===== src/rtl/encoder_scanner.sv =====
// rtl/encoder_scanner.sv - time-multiplexed quadrature decoder for CHANNELS rotary encoders
//
// Purpose: one shared decode/update datapath serves every encoder. A round-robin
// scan pointer visits one channel per clock; in that slot the channel's
// synchronized pins are compared with the pins seen in its previous slot, and
// the channel value moves by its runtime step.
//
// Ports:
//   clk        single clock
//   reset      asynchronous active-low reset
//   a, b       raw encoder pins, one bit per channel, asynchronous
//   cfg_we     step-register write strobe
//   cfg_sel    step-register index; values >= CHANNELS are ignored
//   cfg_step   new step value
//   clr        per-channel level-sensitive value clear
//   values     packed counts, channel i at [i*WIDTH +: WIDTH]
//   upd_valid  one-cycle pulse, lags the value change it reports by one cycle
//   upd_chan   channel index qualified by upd_valid
module encoder_scanner #(
  parameter int WIDTH     = 8,
  parameter int CHANNELS  = 3,
  parameter int INC_VALUE = 1,
  parameter int SATURATE  = 0
) (
  input  logic                        clk,
  input  logic                        reset,
  input  logic [CHANNELS-1:0]         a,
  input  logic [CHANNELS-1:0]         b,
  input  logic                        cfg_we,
  input  logic [$clog2(CHANNELS)-1:0] cfg_sel,
  input  logic [WIDTH-1:0]            cfg_step,
  input  logic [CHANNELS-1:0]         clr,
  output logic [CHANNELS*WIDTH-1:0]   values,
  output logic                        upd_valid,
  output logic [$clog2(CHANNELS)-1:0] upd_chan
);

  localparam int SW = $clog2(CHANNELS);
  localparam logic [SW-1:0] LAST = SW'(CHANNELS - 1);

  // Two-flop synchronizers on every pin
  logic [CHANNELS-1:0] a_meta_q, a_meta_d, sa_q, sa_d;
  logic [CHANNELS-1:0] b_meta_q, b_meta_d, sb_q, sb_d;

  // Per-channel state
  logic [CHANNELS-1:0]            old_a_q, old_a_d, old_b_q, old_b_d;
  logic [CHANNELS-1:0][WIDTH-1:0] val_q, val_d, step_q, step_d;

  // Scan pointer and update report pipeline
  logic [SW-1:0] ptr_q, ptr_d;
  logic          pend_q, pend_d;
  logic [SW-1:0] pend_chan_q, pend_chan_d;
  logic          upd_valid_q, upd_valid_d;
  logic [SW-1:0] upd_chan_q, upd_chan_d;

  // Shared slot datapath
  logic             cur_sa, cur_sb, cur_oa, cur_ob, cur_clr;
  logic [3:0]       key;
  logic             inc, dec;
  logic [WIDTH-1:0] cur_val, cur_step, new_val;
  logic [WIDTH:0]   sum_ext, diff_ext;
  logic             changed;

  always_comb begin
    cur_sa   = sa_q[ptr_q];
    cur_sb   = sb_q[ptr_q];
    cur_oa   = old_a_q[ptr_q];
    cur_ob   = old_b_q[ptr_q];
    cur_clr  = clr[ptr_q];
    cur_val  = val_q[ptr_q];
    cur_step = step_q[ptr_q];

    // One count per detent: A rising with B low, or A falling with B high
    // (and the mirror pair for the opposite direction).
    key = {cur_sa, cur_oa, cur_sb, cur_ob};
    inc = (key == 4'b1000) || (key == 4'b0111);
    dec = (key == 4'b0010) || (key == 4'b1101);

    // The extra top bit is the carry/borrow used for clamping.
    sum_ext  = {1'b0, cur_val} + {1'b0, cur_step};
    diff_ext = {1'b0, cur_val} - {1'b0, cur_step};

    new_val = cur_val;
    if (inc) begin
      if ((SATURATE != 0) && sum_ext[WIDTH]) new_val = '1;
      else                                   new_val = sum_ext[WIDTH-1:0];
    end else if (dec) begin
      if ((SATURATE != 0) && diff_ext[WIDTH]) new_val = '0;
      else                                    new_val = diff_ext[WIDTH-1:0];
    end

    // A zero step, a clamp at the rail, or a concurrent clear leaves nothing to report.
    changed = (new_val != cur_val) && !cur_clr;
  end

  always_comb begin
    a_meta_d = a;
    b_meta_d = b;
    sa_d     = a_meta_q;
    sb_d     = b_meta_q;

    ptr_d = (ptr_q == LAST) ? '0 : ptr_q + SW'(1);

    // History advances in the slot even when a clear swallows the update.
    old_a_d        = old_a_q;
    old_b_d        = old_b_q;
    old_a_d[ptr_q] = cur_sa;
    old_b_d[ptr_q] = cur_sb;

    for (int i = 0; i < CHANNELS; i++) begin
      val_d[i] = val_q[i];
      if (clr[i])                  val_d[i] = '0;
      else if (ptr_q == SW'(i))    val_d[i] = new_val;

      // The slot reads step_q, so a write landing in the same slot applies next time round.
      // Indices >= CHANNELS match no i and are dropped.
      step_d[i] = step_q[i];
      if (cfg_we && (int'(cfg_sel) == i)) step_d[i] = cfg_step;
    end

    pend_d      = changed;
    pend_chan_d = ptr_q;
    upd_valid_d = pend_q;
    upd_chan_d  = pend_q ? pend_chan_q : upd_chan_q;
  end

  always_ff @(posedge clk or negedge reset) begin
    if (!reset) begin
      a_meta_q    <= '0;
      b_meta_q    <= '0;
      sa_q        <= '0;
      sb_q        <= '0;
      old_a_q     <= '0;
      old_b_q     <= '0;
      val_q       <= '0;
      step_q      <= {CHANNELS{WIDTH'(INC_VALUE)}};
      ptr_q       <= '0;
      pend_q      <= 1'b0;
      pend_chan_q <= '0;
      upd_valid_q <= 1'b0;
      upd_chan_q  <= '0;
    end else begin
      a_meta_q    <= a_meta_d;
      b_meta_q    <= b_meta_d;
      sa_q        <= sa_d;
      sb_q        <= sb_d;
      old_a_q     <= old_a_d;
      old_b_q     <= old_b_d;
      val_q       <= val_d;
      step_q      <= step_d;
      ptr_q       <= ptr_d;
      pend_q      <= pend_d;
      pend_chan_q <= pend_chan_d;
      upd_valid_q <= upd_valid_d;
      upd_chan_q  <= upd_chan_d;
    end
  end

  // Packed 2-D layout already places channel i at [i*WIDTH +: WIDTH].
  assign values    = val_q;
  assign upd_valid = upd_valid_q;
  assign upd_chan  = upd_chan_q;

endmodule


===== config.mk =====
export PLATFORM = sky130hd
export DESIGN_NAME = encoder_scanner
export DESIGN_NICKNAME = d
export VERILOG_FILES = /design/src/rtl/encoder_scanner.sv
export SDC_FILE = /design/constraint.sdc
export NUM_CORES = 1
export LEC_CHECK = 0
export CORE_MARGIN = 1
export CORE_UTILIZATION = 55
export CTS_CLUSTER_SIZE = 14
export DETAILED_ROUTE_END_ITERATION = 7
export PLACE_DENSITY = 0.78
export SLEW_MARGIN = 25
export SYNTH_ARGS = -nofsm -noshare
export SYNTH_HDL_FRONTEND = slang
export SYNTH_SLANG_ARGS = --single-unit

===== constraint.sdc =====
create_clock -name clk -period 5.28 [get_ports clk]
set_input_delay 1.584 -clock clk [delete_from_list [all_inputs] [get_ports clk]]
set_output_delay 1.584 -clock clk [all_outputs]
set_load 0.01 [all_outputs]

Word-level counts from Yosys, hierarchy flattened
Cells that the tools add are included.
W data, S select, Z words.
{ "word_totals": {"register_bits": 74, "in_bits": 22, "output_inout_bits": 27, "wordCells": 71} }
{ "op_classes": {"n_addsub": 3, "magnitude_cmp": 2, "n_eq_ne": 9, "n_mux": 27, "reduce_logical": 13} }
{ "ops": {"columns": ["cell", "n"], "rows": [
  ["$mux W8", 10],
  ["$bmux W8 S2", 2],
  ["$bmux W1 S2", 5],
  ["$add A8 B8 Y8", 1],
  ["$eq A4 B4 Y1 const B", 2],
  ["$ne A8 B8 Y1", 1],
  ["$sub A8 B8 Y8", 1],
  ["$bwmux W3", 2],
  ["$eq A2 B2 Y1 const B", 3],
  ["$mux W1", 6],
  ["$reduce_bool A2 Y1", 3],
  ["$logic_and A1 B1 Y1", 5],
  ["$eq A4 B2 Y1 const B", 1],
  ["$eq A4 B3 Y1 const B", 1],
  ["$logic_not A2 Y1", 2],
  ["$lt A2 B3 Y1 const B", 1],
  ["$add A2 B1 Y2 const B", 1],
  ["$demux W1 S2", 1],
  ["$eq A2 B1 Y1 const B", 1],
  ["$ge A2 B1 Y1 const B", 1],
  ["$logic_or A1 B1 Y1", 2],
  ["$mux W2", 1],
  ["$logic_not A1 Y1", 1]
]} }

Longest topological paths before layout
{ "logic_depth": {"word_depth": 8, "ltp_mapped": 20, "mapped_depth_nobuf": 15} }

Worst setup path before layout
No wires, ideal clock.
{ "synth_path": {"path_type": "reg2reg", "from": "reg ptr_q[1] (netlist: pend_chan_d[1])", "to": "reg pend_q", "setup_time_ns": 0.094, "t_arrival_ns": 3.803, "required_ns": 5.186, "slack_ns": 1.383, "path_stages_with_launch": 21, "path_buffers": 5, "cell_sequence": "dfrtp_1 buf_6 nand2b_1 buf_6 inv_4 buf_4 clkbuf_1 clkbuf_1 nand2_1 o21ai_0 ha_1 inv_1 fa_1 a21o_1 a21o_1 a311oi_1 o21ai_0 o2111ai_2 mux2i_1 a2111oi_4 a221oi_2"} }
{ "synth_via": {"elab_chain_len": 8, "elab_cells_between_ends": 27, "cone_classes": "2 x add/sub; 5 x eq/ne; 16 x mux; 4 x reduce/logical"} }
{ "synth_lines": {"columns": ["element", "line", "text"], "rows": [
  ["start: declaration", "50", "logic [SW-1:0] ptr_q, ptr_d;"],
  ["start signal: assignment", "151", "ptr_q <= ptr_d;"],
  ["parallel branches: the longest is 7 deep, another holds $sub A8 B8 Y8", null, null],
  ["$logic_and A1 B1 Y1 *", "93", "changed = (new_val != cur_val) && !cur_clr;"],
  ["named net changed", "62", "logic changed;"],
  ["end signal: assignment", "152", "pend_q <= pend_d;"],
  ["end: declaration", "51", "logic pend_q, pend_d;"]
]} }
Mark *: on every way through the listed nets, which the timed path passes. The select of a mux whose other input is x is not followed.
A chain may end at the register's enable or synchronous reset.

Worst setup path in the final report
Same ends and word-level chain as after synthesis.

==> results.py <==
metrics = {
    "grt": {
        "track_usage_pct": 26.43,
        "grt_pass1_vias": 3370,
        "grt_pass1_wl_mm": 16.94,
        "grt_max_degree": 75,
        "gr-total-overflow": 0,
        "antenna_found_initial": 0,
    },
    "pwr": {
        "p_per_area_mw_per_mm2": 282.9,
        "power_uw": 1410,
        "ir_drop_mv": 0.1931,
        "power_leakage_uw": 0.002119,
    },
    "critical_path": {
        "crit_chain": "nand2b_1 > inv_4 > a21oi_1 > inv_1 > ha_1 > nand2b_1 > a221o_1 > a21oi_1 > or3_1 > o2111ai_2 > mux2i_1 > a2111oi_4 > a221oi_2",
        "crit_required_ns": 5.53,
        "regToRegSetupSlack_ns": 1.27,
        "path_max_fanout": 32,
        "critical_path.max_stage_delay_ns": 0.54,
        "cp-start-kind": "flip-flop",
        "cpMaxStageDelayCell": "a21oi_1",
        "arrival_ns": 4.26,
        "end_kind": "flip-flop",
        "path_class": "reg2reg",
    },
    "sta": {
        "finalHoldViolCount": 0,
        "rsz0062_at_grt": "false",
        "timing.final.crit_share_pct": 75.94,
        "fin_setup_tns_ns": 0,
        "maxSlewViolCount": 0,
        "holdWs_ns": 0.3468,
        "tightest_slew_ns": 0.9048,
        "setup_violations": 0,
        "finalClockSkew_ns": 0.01136,
        "period_needed_ns": 4.009,
        "max_freq_mhz": 249.4,
        "slew_headroom_pct": 39.68,
    },
    "final_layout": {
        "drive_above_1_share_pct": 15.35,
        "num-nets-final": 504,
        "antenna-diode-count": 0,
        "multiInputGateArea_mm2": 0.002230,
        "ff_latch_area_mm2": 0.001856,
        "fillers": 587,
        "fin_area_mm2": 0.004984,
        "syn_to_final_growth_pct": 16.80,
    },
    "logic_synthesis": {
        "ys_seq_elements": 74,
        "synth_nets": 463,
        "synth_edf_count": 0,
        "synth-xor-area-share_pct": 1.026,
        "ys_types": 64,
        "synth.area.mux_share_pct": 12.11,
        "synthCells": 424,
        "synth-compound-area-share_pct": 18.27,
        "synth_ff_type": "dfrtp_1",
        "ys_warn_count": 0,
        "synth_adder_area_share_pct": 5.337,
        "synth-seq-area-share_pct": 43.49,
        "syn_area_mm2": 0.004267,
        "synth_area_per_cell_um2": 10.06,
        "async_flop_share_pct": 100.0,
        "synthSimpleGateAreaFrac_pct": 15.51,
        "synth_top_family_by_area": "compound AO/OA/AOI/OAI gates",
    },
    "routing": {
        "drt_iter0_drc": 238,
        "vias_per_cell": 5.944,
        "ant_nets": 0,
        "wl_mm": 10.10,
        "dr.pass1.iters": 5,
        "wl_per_cell_um": 17.78,
        "num_vias": 3376,
        "drc_errors": 0,
    },
    "floorplan": {
        "initial_core_util_pct": 57.89,
        "dieArea_mm2": 0.008114,
        "io_pins": 49,
        "rows": 31,
        "die_h_um": 90.08,
        "coreArea_mm2": 0.007370,
        "die_x_um": 90.08,
    },
    "flow_run": {
        "maxCapViolCount": 0,
    },
    "clock_tree": {
        "clock-sinks": 74,
        "cts_made_buffers": 9,
        "cts_root_buf": "clkbuf_8",
        "clockBufferDepth": 2,
        "hold_buffers": 0,
        "clk_pin_slew_ns": 0.08,
        "h-tree-depth": 3,
        "insertion_delay_ns": 0.34,
        "post_cts_buffers": 0,
        "cts_tree": "yes",
        "post_cts_resized": 0,
    },
    "placement": {
        "port_buffers": 48,
        "dp_hpwl_mm": 7.285,
        "placed_area_mm2": 0.004791,
        "routabilityCongestion": 0.8861,
    },
    "status": {
        "outcome": "finished clean",
    },
    "worst_hold_path": {
        "worstHoldPathType": "reg2reg",
    },
}
flip-flops by register name (all words and copies together), names as in the netlist:
register / count
step_q: 24
values: 24
a_meta_q: 3
b_meta_q: 3
old_a_q: 3
old_b_q: 3
sa_q: 3
sb_q: 3
pend_chan_d: 2
pend_chan_q: 2
upd_chan: 2
pend_q: 1
upd_valid: 1
power breakdown:
group	internal, uW	switching, uW
clock network	227	210
registers	625	33.7
logic	149	166
total	1000	409
path summary, 6_finish.rpt:
kind,startpoint,to,depth (start not counted)
setup / recovery,pend_chan_d[1],pend_q,13
hold / removal,a_meta_q[1],sa_q[1],0
setup reg to reg,pend_chan_d[1],pend_q,13
hold reg to reg,a_meta_q[1],sa_q[1],0
max in group asynchronous,reset,a_meta_q[1],1
min in group asynchronous,reset,step_q[7],1
kinds of logic after synthesis:
logic type / count (synthesis)
AO/OA/AOI/OAI: 107
multiplexers: 48
AND/OR/NAND/NOR: 131
adder cells (fa/ha/maj): 17
XOR/XNOR: 5
buffers and inverters: 42
flip-flops: 74
stage by stage:
step / util (%) / instances / setup WS (ns)
floorplan: - / 424 / 1.383
global placement: 65.01 / 553 / 1.501
detailed placement: 65.01 / 553 / 1.397
CTS: 67.62 / 568 / 1.360
global route: 67.62 / 568 / 1.034
finish: 67.62 / 568 / 1.271
cells in the final DEF, fill, tap and decap left out, types with 3 or more instances in the layout:
master	count
dfrtp_1	71
nand2_1	65
clkdlybuf4s50_1	47
a21oi_1	46
mux2_2	26
nor2_1	25
mux2i_1	21
inv_1	20
ha_1	15
clkbuf_8	10
o22ai_1	9
o21ai_0	6
o221ai_1	6
nand2b_1	5
o21a_1	5
nor3_1	5
nand3b_1	4
nor4_4	4
nand3_1	4
xnor2_1	4
buf_4	4
or2_2	3
o21ai_1	3
nor2b_1	3
a21o_1	3
a211oi_1	3
dfstp_2	3
synthesized netlist by cell type (6+ instances only):
| cell | n | area (um^2) |
|---|---|---|
| dfrtp_1 | 71 | 1777 |
| nand2_1 | 65 | 244.0 |
| a21oi_1 | 46 | 230.2 |
| mux2_2 | 26 | 292.8 |
| nor2_1 | 25 | 93.84 |
| mux2i_1 | 21 | 210.2 |
| inv_1 | 20 | 75.07 |
| ha_1 | 15 | 187.7 |
| clkbuf_1 | 12 | 45.04 |
| o22ai_1 | 9 | 56.30 |
| o21ai_0 | 6 | 30.03 |
| o221ai_1 | 6 | 52.55 |
critical path: cells and delay by family, from the launching register on:
| kind | cells | cell delay [ns] |
|---|---|---|
| AOI/OAI and AO/OA | 6 | 1.44 |
| DFF | 1 | 0.35 |
| muxes | 1 | 0.32 |
| buffers and inverters | 2 | 0.40 |
| adders and majority gates | 1 | 0.45 |
| and+or+nand+nor | 3 | 0.95 |
cell type report:
| cell class | count | share of cell area [%] |
|---|---|---|
| multi-input combinational | 308 | 44.74 |
| clock buffer | 10 | 2.762 |
| tap | 99 | 2.486 |
| inverter | 21 | 1.632 |
| clock inverter | 5 | 1.105 |
| timing repair buffer | 51 | 10.04 |
| sequential | 74 | 37.23 |
metal layers:
layer  track usage, %  wire length (um)  up-vias
li1                 -                 -     1583
met1            37.74              4670     1656
met2            38.49              4558      114
met3            6.007               572       23
met4            11.56               297        0
met5                0                 0        -
Note: power is estimated with default switching activity, not from simulation.
